## config.mk

```make
export PLATFORM = sky130hd
export DESIGN_NAME = mul_hilo_ctrl_flat
export DESIGN_NICKNAME = d
export VERILOG_FILES = /design/src/rtl/mul_hilo_ctrl_pkg.sv /design/src/rtl/mul_hilo_ctrl_if.sv /design/src/rtl/mul_hilo_ctrl_hilo_reg.sv /design/src/rtl/mul_hilo_ctrl.sv /design/src/flat_wrapper.sv
export SDC_FILE = /design/constraint.sdc
export NUM_CORES = 1
export LEC_CHECK = 0
export ABC_AREA = 1
export CORE_MARGIN = 3
export CORE_UTILIZATION = 25
export CTS_CLUSTER_DIAMETER = 50
export CTS_CLUSTER_SIZE = 28
export DETAILED_ROUTE_END_ITERATION = 7
export GPL_TIMING_DRIVEN = 0
export HOLD_SLACK_MARGIN = 0.15
export PLACE_DENSITY = 0.63
export SYNTH_ARGS = -nofsm -noshare
export SYNTH_HDL_FRONTEND = slang
export SYNTH_SLANG_ARGS = --single-unit
export TNS_END_PERCENT = 50
```

## constraint.sdc

```tcl
create_clock -name clk -period 1.6 [get_ports clk]
set_input_delay 0.16 -clock clk [delete_from_list [all_inputs] [get_ports clk]]
set_output_delay 0.16 -clock clk [all_outputs]
set_load 0.02 [all_outputs]
```

## src/rtl/mul_hilo_ctrl_pkg.sv

```systemverilog
// Shared types and constants for the HI/LO multiply controller.
// Holds the multiplier handshake levels, FSM state type and the zero word.
package mul_hilo_ctrl_pkg;

  localparam logic MUL_START = 1'b1;
  localparam logic MUL_STOP  = 1'b0;

  localparam logic [31:0] ZERO_WORD = 32'h0000_0000;

  typedef enum logic [1:0] {
    HILO_IDLE  = 2'b00,
    HILO_BUSY  = 2'b01,
    HILO_DRAIN = 2'b10
  } hilo_state_t;

  function automatic logic [31:0] mf_select(input logic i_mfhi, input logic i_mflo,
                                            input logic [31:0] i_hi, input logic [31:0] i_lo);
    logic [31:0] r;
    r = ZERO_WORD;
    if (i_mfhi)      r = i_hi;
    else if (i_mflo) r = i_lo;
    return r;
  endfunction

endpackage

```

## src/rtl/mul_hilo_ctrl_if.sv

```systemverilog
// Handshake bus between the EX-stage controller and the iterative multiplier.
interface mul_hilo_ctrl_if;
  logic        start;
  logic        annul;
  logic        signed_mul;
  logic [31:0] op1;
  logic [31:0] op2;
  logic [63:0] result;
  logic        ready;

  modport master (
    output start, annul, signed_mul, op1, op2,
    input  result, ready
  );

  modport slave (
    input  start, annul, signed_mul, op1, op2,
    output result, ready
  );
endinterface

```

## src/rtl/mul_hilo_ctrl_hilo_reg.sv

```systemverilog
// Architectural HI/LO register pair with independent write enables.
module hilo_reg #(
  parameter logic [31:0] RST_VAL = 32'h0
) (
  input  logic        clk,
  input  logic        rst,
  input  logic        i_hi_we,
  input  logic [31:0] i_hi_d,
  input  logic        i_lo_we,
  input  logic [31:0] i_lo_d,
  output logic [31:0] o_hi,
  output logic [31:0] o_lo
);

  logic [31:0] r_hi;
  logic [31:0] r_lo;

  always_ff @(posedge clk) begin
    if (rst) begin
      r_hi <= RST_VAL;
      r_lo <= RST_VAL;
    end else begin
      if (i_hi_we) r_hi <= i_hi_d;
      if (i_lo_we) r_lo <= i_lo_d;
    end
  end

  assign o_hi = r_hi;
  assign o_lo = r_lo;

endmodule

```

## src/rtl/mul_hilo_ctrl.sv

```systemverilog
// EX-stage issue/commit controller for the iterative multiplier and HI/LO pair.
// Launches MULT/MULTU, stalls until the product returns, drains the multiplier after a flush.
import mul_hilo_ctrl_pkg::*;

module mul_hilo_ctrl #(
  parameter logic [31:0] HILO_RST     = 32'h0,
  parameter int unsigned DRAIN_CYCLES = 2
) (
  input  logic                  clk,
  input  logic                  rst,
  input  logic                  i_flush,
  input  logic                  i_op_mult,
  input  logic                  i_op_multu,
  input  logic                  i_op_mthi,
  input  logic                  i_op_mtlo,
  input  logic                  i_op_mfhi,
  input  logic                  i_op_mflo,
  input  logic [31:0]           i_rs_data,
  input  logic [31:0]           i_rt_data,
  mul_hilo_ctrl_if.master       mul_bus,
  output logic                  o_stall_req,
  output logic [31:0]           o_mf_data,
  output logic [31:0]           o_hi,
  output logic [31:0]           o_lo
);

  localparam int unsigned CNT_W = $clog2(DRAIN_CYCLES + 1);

  hilo_state_t      r_state;
  hilo_state_t      w_next;
  logic [31:0]      r_op1;
  logic [31:0]      r_op2;
  logic             r_signed;
  logic [CNT_W-1:0] r_cnt;

  logic             w_mul_req;
  logic             w_latch;
  logic             w_cnt_load;
  logic             w_hi_we;
  logic             w_lo_we;
  logic [31:0]      w_hi_d;
  logic [31:0]      w_lo_d;

  assign w_mul_req = i_op_mult | i_op_multu;

  always_ff @(posedge clk) begin
    if (rst) begin
      r_state  <= HILO_IDLE;
      r_op1    <= ZERO_WORD;
      r_op2    <= ZERO_WORD;
      r_signed <= 1'b0;
      r_cnt    <= '0;
    end else begin
      r_state <= w_next;
      if (w_latch) begin
        r_op1    <= i_rs_data;
        r_op2    <= i_rt_data;
        r_signed <= i_op_mult;
      end
      if (w_cnt_load)
        r_cnt <= CNT_W'(DRAIN_CYCLES);
      else if (r_state == HILO_DRAIN && r_cnt != '0)
        r_cnt <= r_cnt - 1'b1;
    end
  end

  always_comb begin
    w_next             = r_state;
    w_latch            = 1'b0;
    w_cnt_load         = 1'b0;
    w_hi_we            = 1'b0;
    w_lo_we            = 1'b0;
    w_hi_d             = ZERO_WORD;
    w_lo_d             = ZERO_WORD;
    o_stall_req        = 1'b0;
    mul_bus.start      = MUL_STOP;
    mul_bus.annul      = 1'b0;
    mul_bus.signed_mul = r_signed;
    mul_bus.op1        = r_op1;
    mul_bus.op2        = r_op2;

    unique case (r_state)
      HILO_IDLE: begin
        if (!i_flush) begin
          if (w_mul_req) begin
            // Operands bypass the latches in the launch cycle so the multiplier sees them at once.
            w_latch            = 1'b1;
            mul_bus.start      = MUL_START;
            mul_bus.signed_mul = i_op_mult;
            mul_bus.op1        = i_rs_data;
            mul_bus.op2        = i_rt_data;
            o_stall_req        = 1'b1;
            w_next             = HILO_BUSY;
          end else if (i_op_mthi) begin
            w_hi_we = 1'b1;
            w_hi_d  = i_rs_data;
          end else if (i_op_mtlo) begin
            w_lo_we = 1'b1;
            w_lo_d  = i_rs_data;
          end
        end
      end

      HILO_BUSY: begin
        if (i_flush) begin
          mul_bus.annul = 1'b1;
          w_cnt_load    = 1'b1;
          w_next        = HILO_DRAIN;
        end else if (mul_bus.ready) begin
          w_hi_we = 1'b1;
          w_lo_we = 1'b1;
          w_hi_d  = mul_bus.result[63:32];
          w_lo_d  = mul_bus.result[31:0];
          w_next  = HILO_IDLE;
        end else begin
          mul_bus.start = MUL_START;
          o_stall_req   = 1'b1;
        end
      end

      HILO_DRAIN: begin
        // A multiply waiting here is held in EX; it is latched only once back in IDLE.
        if (w_mul_req && !i_flush) o_stall_req = 1'b1;
        if (r_cnt <= CNT_W'(1)) w_next = HILO_IDLE;
      end

      default: w_next = HILO_IDLE;
    endcase
  end

  hilo_reg #(
    .RST_VAL (HILO_RST)
  ) u_hilo_reg (
    .clk     (clk),
    .rst     (rst),
    .i_hi_we (w_hi_we),
    .i_hi_d  (w_hi_d),
    .i_lo_we (w_lo_we),
    .i_lo_d  (w_lo_d),
    .o_hi    (o_hi),
    .o_lo    (o_lo)
  );

  assign o_mf_data = mf_select(i_op_mfhi, i_op_mflo, o_hi, o_lo);

endmodule
```

## src/flat_wrapper.sv

```systemverilog
// flat-port wrapper written by rule: the top's interface ports become plain ports
module mul_hilo_ctrl_flat 
#(
  parameter logic [31:0] HILO_RST     = 32'h0,
  parameter int unsigned DRAIN_CYCLES = 2
)
  (clk, rst, i_flush, i_op_mult, i_op_multu, i_op_mthi, i_op_mtlo, i_op_mfhi, i_op_mflo, i_rs_data, i_rt_data, o_stall_req, o_mf_data, o_hi, o_lo, mul_bus_start, mul_bus_annul, mul_bus_signed_mul, mul_bus_op1, mul_bus_op2, mul_bus_result, mul_bus_ready);
  mul_hilo_ctrl_if mul_bus_i ();
  input  logic clk;
  input  logic rst;
  input  logic i_flush;
  input  logic i_op_mult;
  input  logic i_op_multu;
  input  logic i_op_mthi;
  input  logic i_op_mtlo;
  input  logic i_op_mfhi;
  input  logic i_op_mflo;
  input  logic [31:0] i_rs_data;
  input  logic [31:0] i_rt_data;
  output logic o_stall_req;
  output logic [31:0] o_mf_data;
  output logic [31:0] o_hi;
  output logic [31:0] o_lo;
  output wire logic [$bits(mul_bus_i.start)-1:0] mul_bus_start;
  output wire logic [$bits(mul_bus_i.annul)-1:0] mul_bus_annul;
  output wire logic [$bits(mul_bus_i.signed_mul)-1:0] mul_bus_signed_mul;
  output wire logic [$bits(mul_bus_i.op1)-1:0] mul_bus_op1;
  output wire logic [$bits(mul_bus_i.op2)-1:0] mul_bus_op2;
  input wire logic [$bits(mul_bus_i.result)-1:0] mul_bus_result;
  input wire logic [$bits(mul_bus_i.ready)-1:0] mul_bus_ready;
  assign mul_bus_start = mul_bus_i.start;
  assign mul_bus_annul = mul_bus_i.annul;
  assign mul_bus_signed_mul = mul_bus_i.signed_mul;
  assign mul_bus_op1 = mul_bus_i.op1;
  assign mul_bus_op2 = mul_bus_i.op2;
  assign mul_bus_i.result = mul_bus_result;
  assign mul_bus_i.ready = mul_bus_ready;
  mul_hilo_ctrl #(.HILO_RST(HILO_RST), .DRAIN_CYCLES(DRAIN_CYCLES)) u_core (.clk(clk), .rst(rst), .i_flush(i_flush), .i_op_mult(i_op_mult), .i_op_multu(i_op_multu), .i_op_mthi(i_op_mthi), .i_op_mtlo(i_op_mtlo), .i_op_mfhi(i_op_mfhi), .i_op_mflo(i_op_mflo), .i_rs_data(i_rs_data), .i_rt_data(i_rt_data), .mul_bus(mul_bus_i), .o_stall_req(o_stall_req), .o_mf_data(o_mf_data), .o_hi(o_hi), .o_lo(o_lo));
endmodule
```

==> run_results.csv <==
group,metric,value,unit
outcome,outcome,"complete, but fails checks",
outcome,violations,"setup timing",
flow_run,maxCapViolCount,0,
cts,clkSlewWorstSetupHoldPaths,70,ps
cts,cts_max_path_buffers,2,
detailed_routing,wl_per_cell,17.0,µm
worst_setup_path,worstPathRequired,1440,ps
global_route,track_usage,19.9,%
placed_design,dpl_cell_area,11200,µm²
timing,grt_setup_unrepaired,"yes",
global_route,grt_pass1_vias,9177,
floorplan,die_x,182,µm
cts,clk_latency,440,ps
logic_synthesis,ys_ff_latch,133,
placed_design,dp_hpwl,26800,µm
logic_synthesis,synth_area_leader_cell,"dfxtp_1",
worst_setup_path,cp_slowest_cell,"dfxtp_4",
placed_design,pre_cts_slack,-1060,ps
cts,cts_sinks,133,
finish,fill_cells,3059,
timing,slew_violations,0,
worst_setup_path,end_kind,"primary output",
placed_design,place_congestion,0.877,
timing,fin_worst_skew,18.5,ps
detailed_routing,ant_nets,0,
timing,worst_pin_slew,531,ps
floorplan,rows,63,
worst_setup_path,cp_max_fo,7,
pwr,power_leakage,6.93,nW
worst_setup_path,cp-start-kind,"register",
logic_synthesis,async_flop_share,0,%
detailed_routing,vias,9165,
timing,maxSlewHeadroom,64.6,%
worst_setup_path,crit_type,"register to primary output",
global_route,overflow,0,
finish,multi_input_area,4540,µm²
timing,fin_crit_sh,117,%
logic_synthesis,synthFlopType,"dfxtp_1",
logic_synthesis,ys_types,22,
pwr,p_total,11.3,mW
worst_setup_path,path_cells,"nor2_4 -> nand2_4 -> buf_16 -> clkbuf_16 -> o21ai_4 -> inv_2 -> buf_6",
timing,tns,-16240,ps
global_route,antenna_found_initial,10,
timing,fmax,0.534,GHz
cts,cts_buffers,17,
finish,seq_area,2670,µm²
logic_synthesis,ys_top_cells_by_area,"dfxtp_1 34%, nand2_1 12%, nor2_1 11%, nand4_1 10%, inv_1 9.9%",
cts,holdBufCountCts,0,
placed_design,portBuffers,298,
logic_synthesis,postSynthAreaPerCell,6.15,µm²
cts,cts_tree,"yes",
finish,syn_to_final_growth,70.2,%
logic_synthesis,yosysSeqAreaShare,34.4,%
floorplan,fp.coreArea,30000,µm²
detailed_routing,viasPerCell,4.58,
finish,layout_commonest_cell,"nor2_1",
detailed_routing,dr.pass1.iters,5,
timing,setup_viol,97,
floorplan,dieArea,33100,µm²
timing,hold_violations,0,
global_route,grt_max_degree,20,
detailed_routing,drt-total-wl,34000,µm
timing,timing.final.ws_setup,-272,ps
detailed_routing,drtIter0Drc,535,
finish,stdcell_area,13200,µm²
detailed_routing,drc,0,
floorplan,start_util,25.7,%
logic_synthesis,synth_nets,1397,
logic_synthesis,synth_edf_count,0,
logic_synthesis,yosysTopAreaCellShare,34.4,%
pwr,power_density,857,nW/µm²
placed_design,place_inst,1945,
worst_setup_path,crit_arrival,1710,ps
logic_synthesis,yosysWarnings,0,
finish,most-common-layout-cells,"193 x nor2_1, 180 x inv_1, 179 x nand2_1",
logic_synthesis,synth_area,7730,µm²
worst_setup_path,cp_num_buf_inv,4,
cts,cts_max_level,4,
timing,period_needed,1870,ps
finish,fin_cells,2003,
worst_setup_path,cpPeakStageDelay,370,ps
global_route,grt_pass1_wl,51800,µm
logic_synthesis,syn_inst,1257,
cts,root_buffer,"clkbuf_16",
floorplan,die_h,182,µm
finish,drive_gt1_share,26.7,%
hold_path,hold_path_class,"input pin to register",
finish,nets,1732,
floorplan,io_pins,302,
worst_setup_path,crit_family,"buffers and inverters",
pwr,ir_drop,0.619,mV
## worst paths after layout
kind	start	endpoint	slack (ps)	cells after the start
setup reg to reg	u_core.r_state[0]$_SDFFE_PP0P_	u_core.u_hilo_reg.o_hi[5]$_SDFFE_PP0P_	-60	10
setup / recovery	u_core.r_state[0]$_SDFFE_PP0P_	mul_bus_op2[13]	-270	7
hold reg to reg	u_core.r_signed$_SDFFE_PP0P_	u_core.r_signed$_SDFFE_PP0P_	490	2
hold / removal	i_op_mthi	u_core.u_hilo_reg.o_lo[0]$_SDFFE_PP0P_	220	6
## worst reg2reg max path, delay by kind of cell, from the launching register on
family,cells,cell delay [ps]
buffers and inverters,5,640
DFF,1,370
and+or+nand+nor,5,540
## cells in the mapped netlist, types with 4 or more instances
library cell,count
a21oi_1,4
o21ai_1,7
o21ai_0,90
clkbuf_1,38
dfxtp_1,133
nor2_2,4
nand4_1,128
nand3_1,100
buf_6,7
inv_1,203
nand2_1,238
buf_2,32
buf_1,7
nor2_1,227
buf_4,24
inv_2,4
## repair_timing
item                                    CTS  global route
gates cloned                              2             2
pin swaps                                18            11
gates resized for setup                 665           324
endpoints found under the setup margin  143           203
setup buffers                             9             7
## metal layers
metal / track usage (%) / part of all wire [%] / vias up
li1: - / - / 4648
met1: 24.3 / 42 / 4163
met2: 34.0 / 49 / 292
met3: 4.93 / 6.5 / 56
met4: 7.13 / 2.7 / 6
met5: 0 / 0.13 / -
## state kept, by name, summed over array words and instances (netlist names)
register	cells
u_core.r_op1	32
u_core.r_op2	32
u_core.u_hilo_reg.o_hi	32
u_core.u_hilo_reg.o_lo	32
u_core.r_cnt	2
u_core.r_state	2
u_core.r_signed	1
## stage by stage
| step | utilization (%) | hold WS [ps] |
|---|---|---|
| after floorplan | - | 324 |
| after global placement | 37.3 | 458 |
| after detailed placement | 37.3 | 466 |
| after CTS | 41.5 | 208 |
| after global routing | 43.8 | 263 |
| final | 43.8 | 223 |
## logic make-up (layout without fill, tap and decap cells)
logic type | count (synthesis) | count (layout) | share of synthesized area (%)
AND/OR/NAND/NOR | 706 | 706 | 41.0
buffers and inverters | 315 | 663 | 17.7
flip-flops | 133 | 133 | 34.4
AO/OA/AOI/OAI | 101 | 101 | 6.54
adder cells (fa/ha/maj) | 2 | 2 | 0.324
other | 0 | 8 | 0
## power breakdown
part           total, mW  switching [mW]  internal (mW)
combinational       3.59            2.00           1.59
sequential          3.64          0.0988           3.54
clock               4.04            1.95           2.09
total               11.3            4.05           7.23
## cell type report
class	count	share of cell area (%)
antenna	8	0.152
clock inverter	15	1.24
timing repair buffer	318	24.5
tap	390	3.71
multi-input combinational	809	34.5
buffer	106	6.44
inverter	207	5.92
clock buffer	17	3.23
sequential	133	20.3
(Power assumes the default switching activity.)
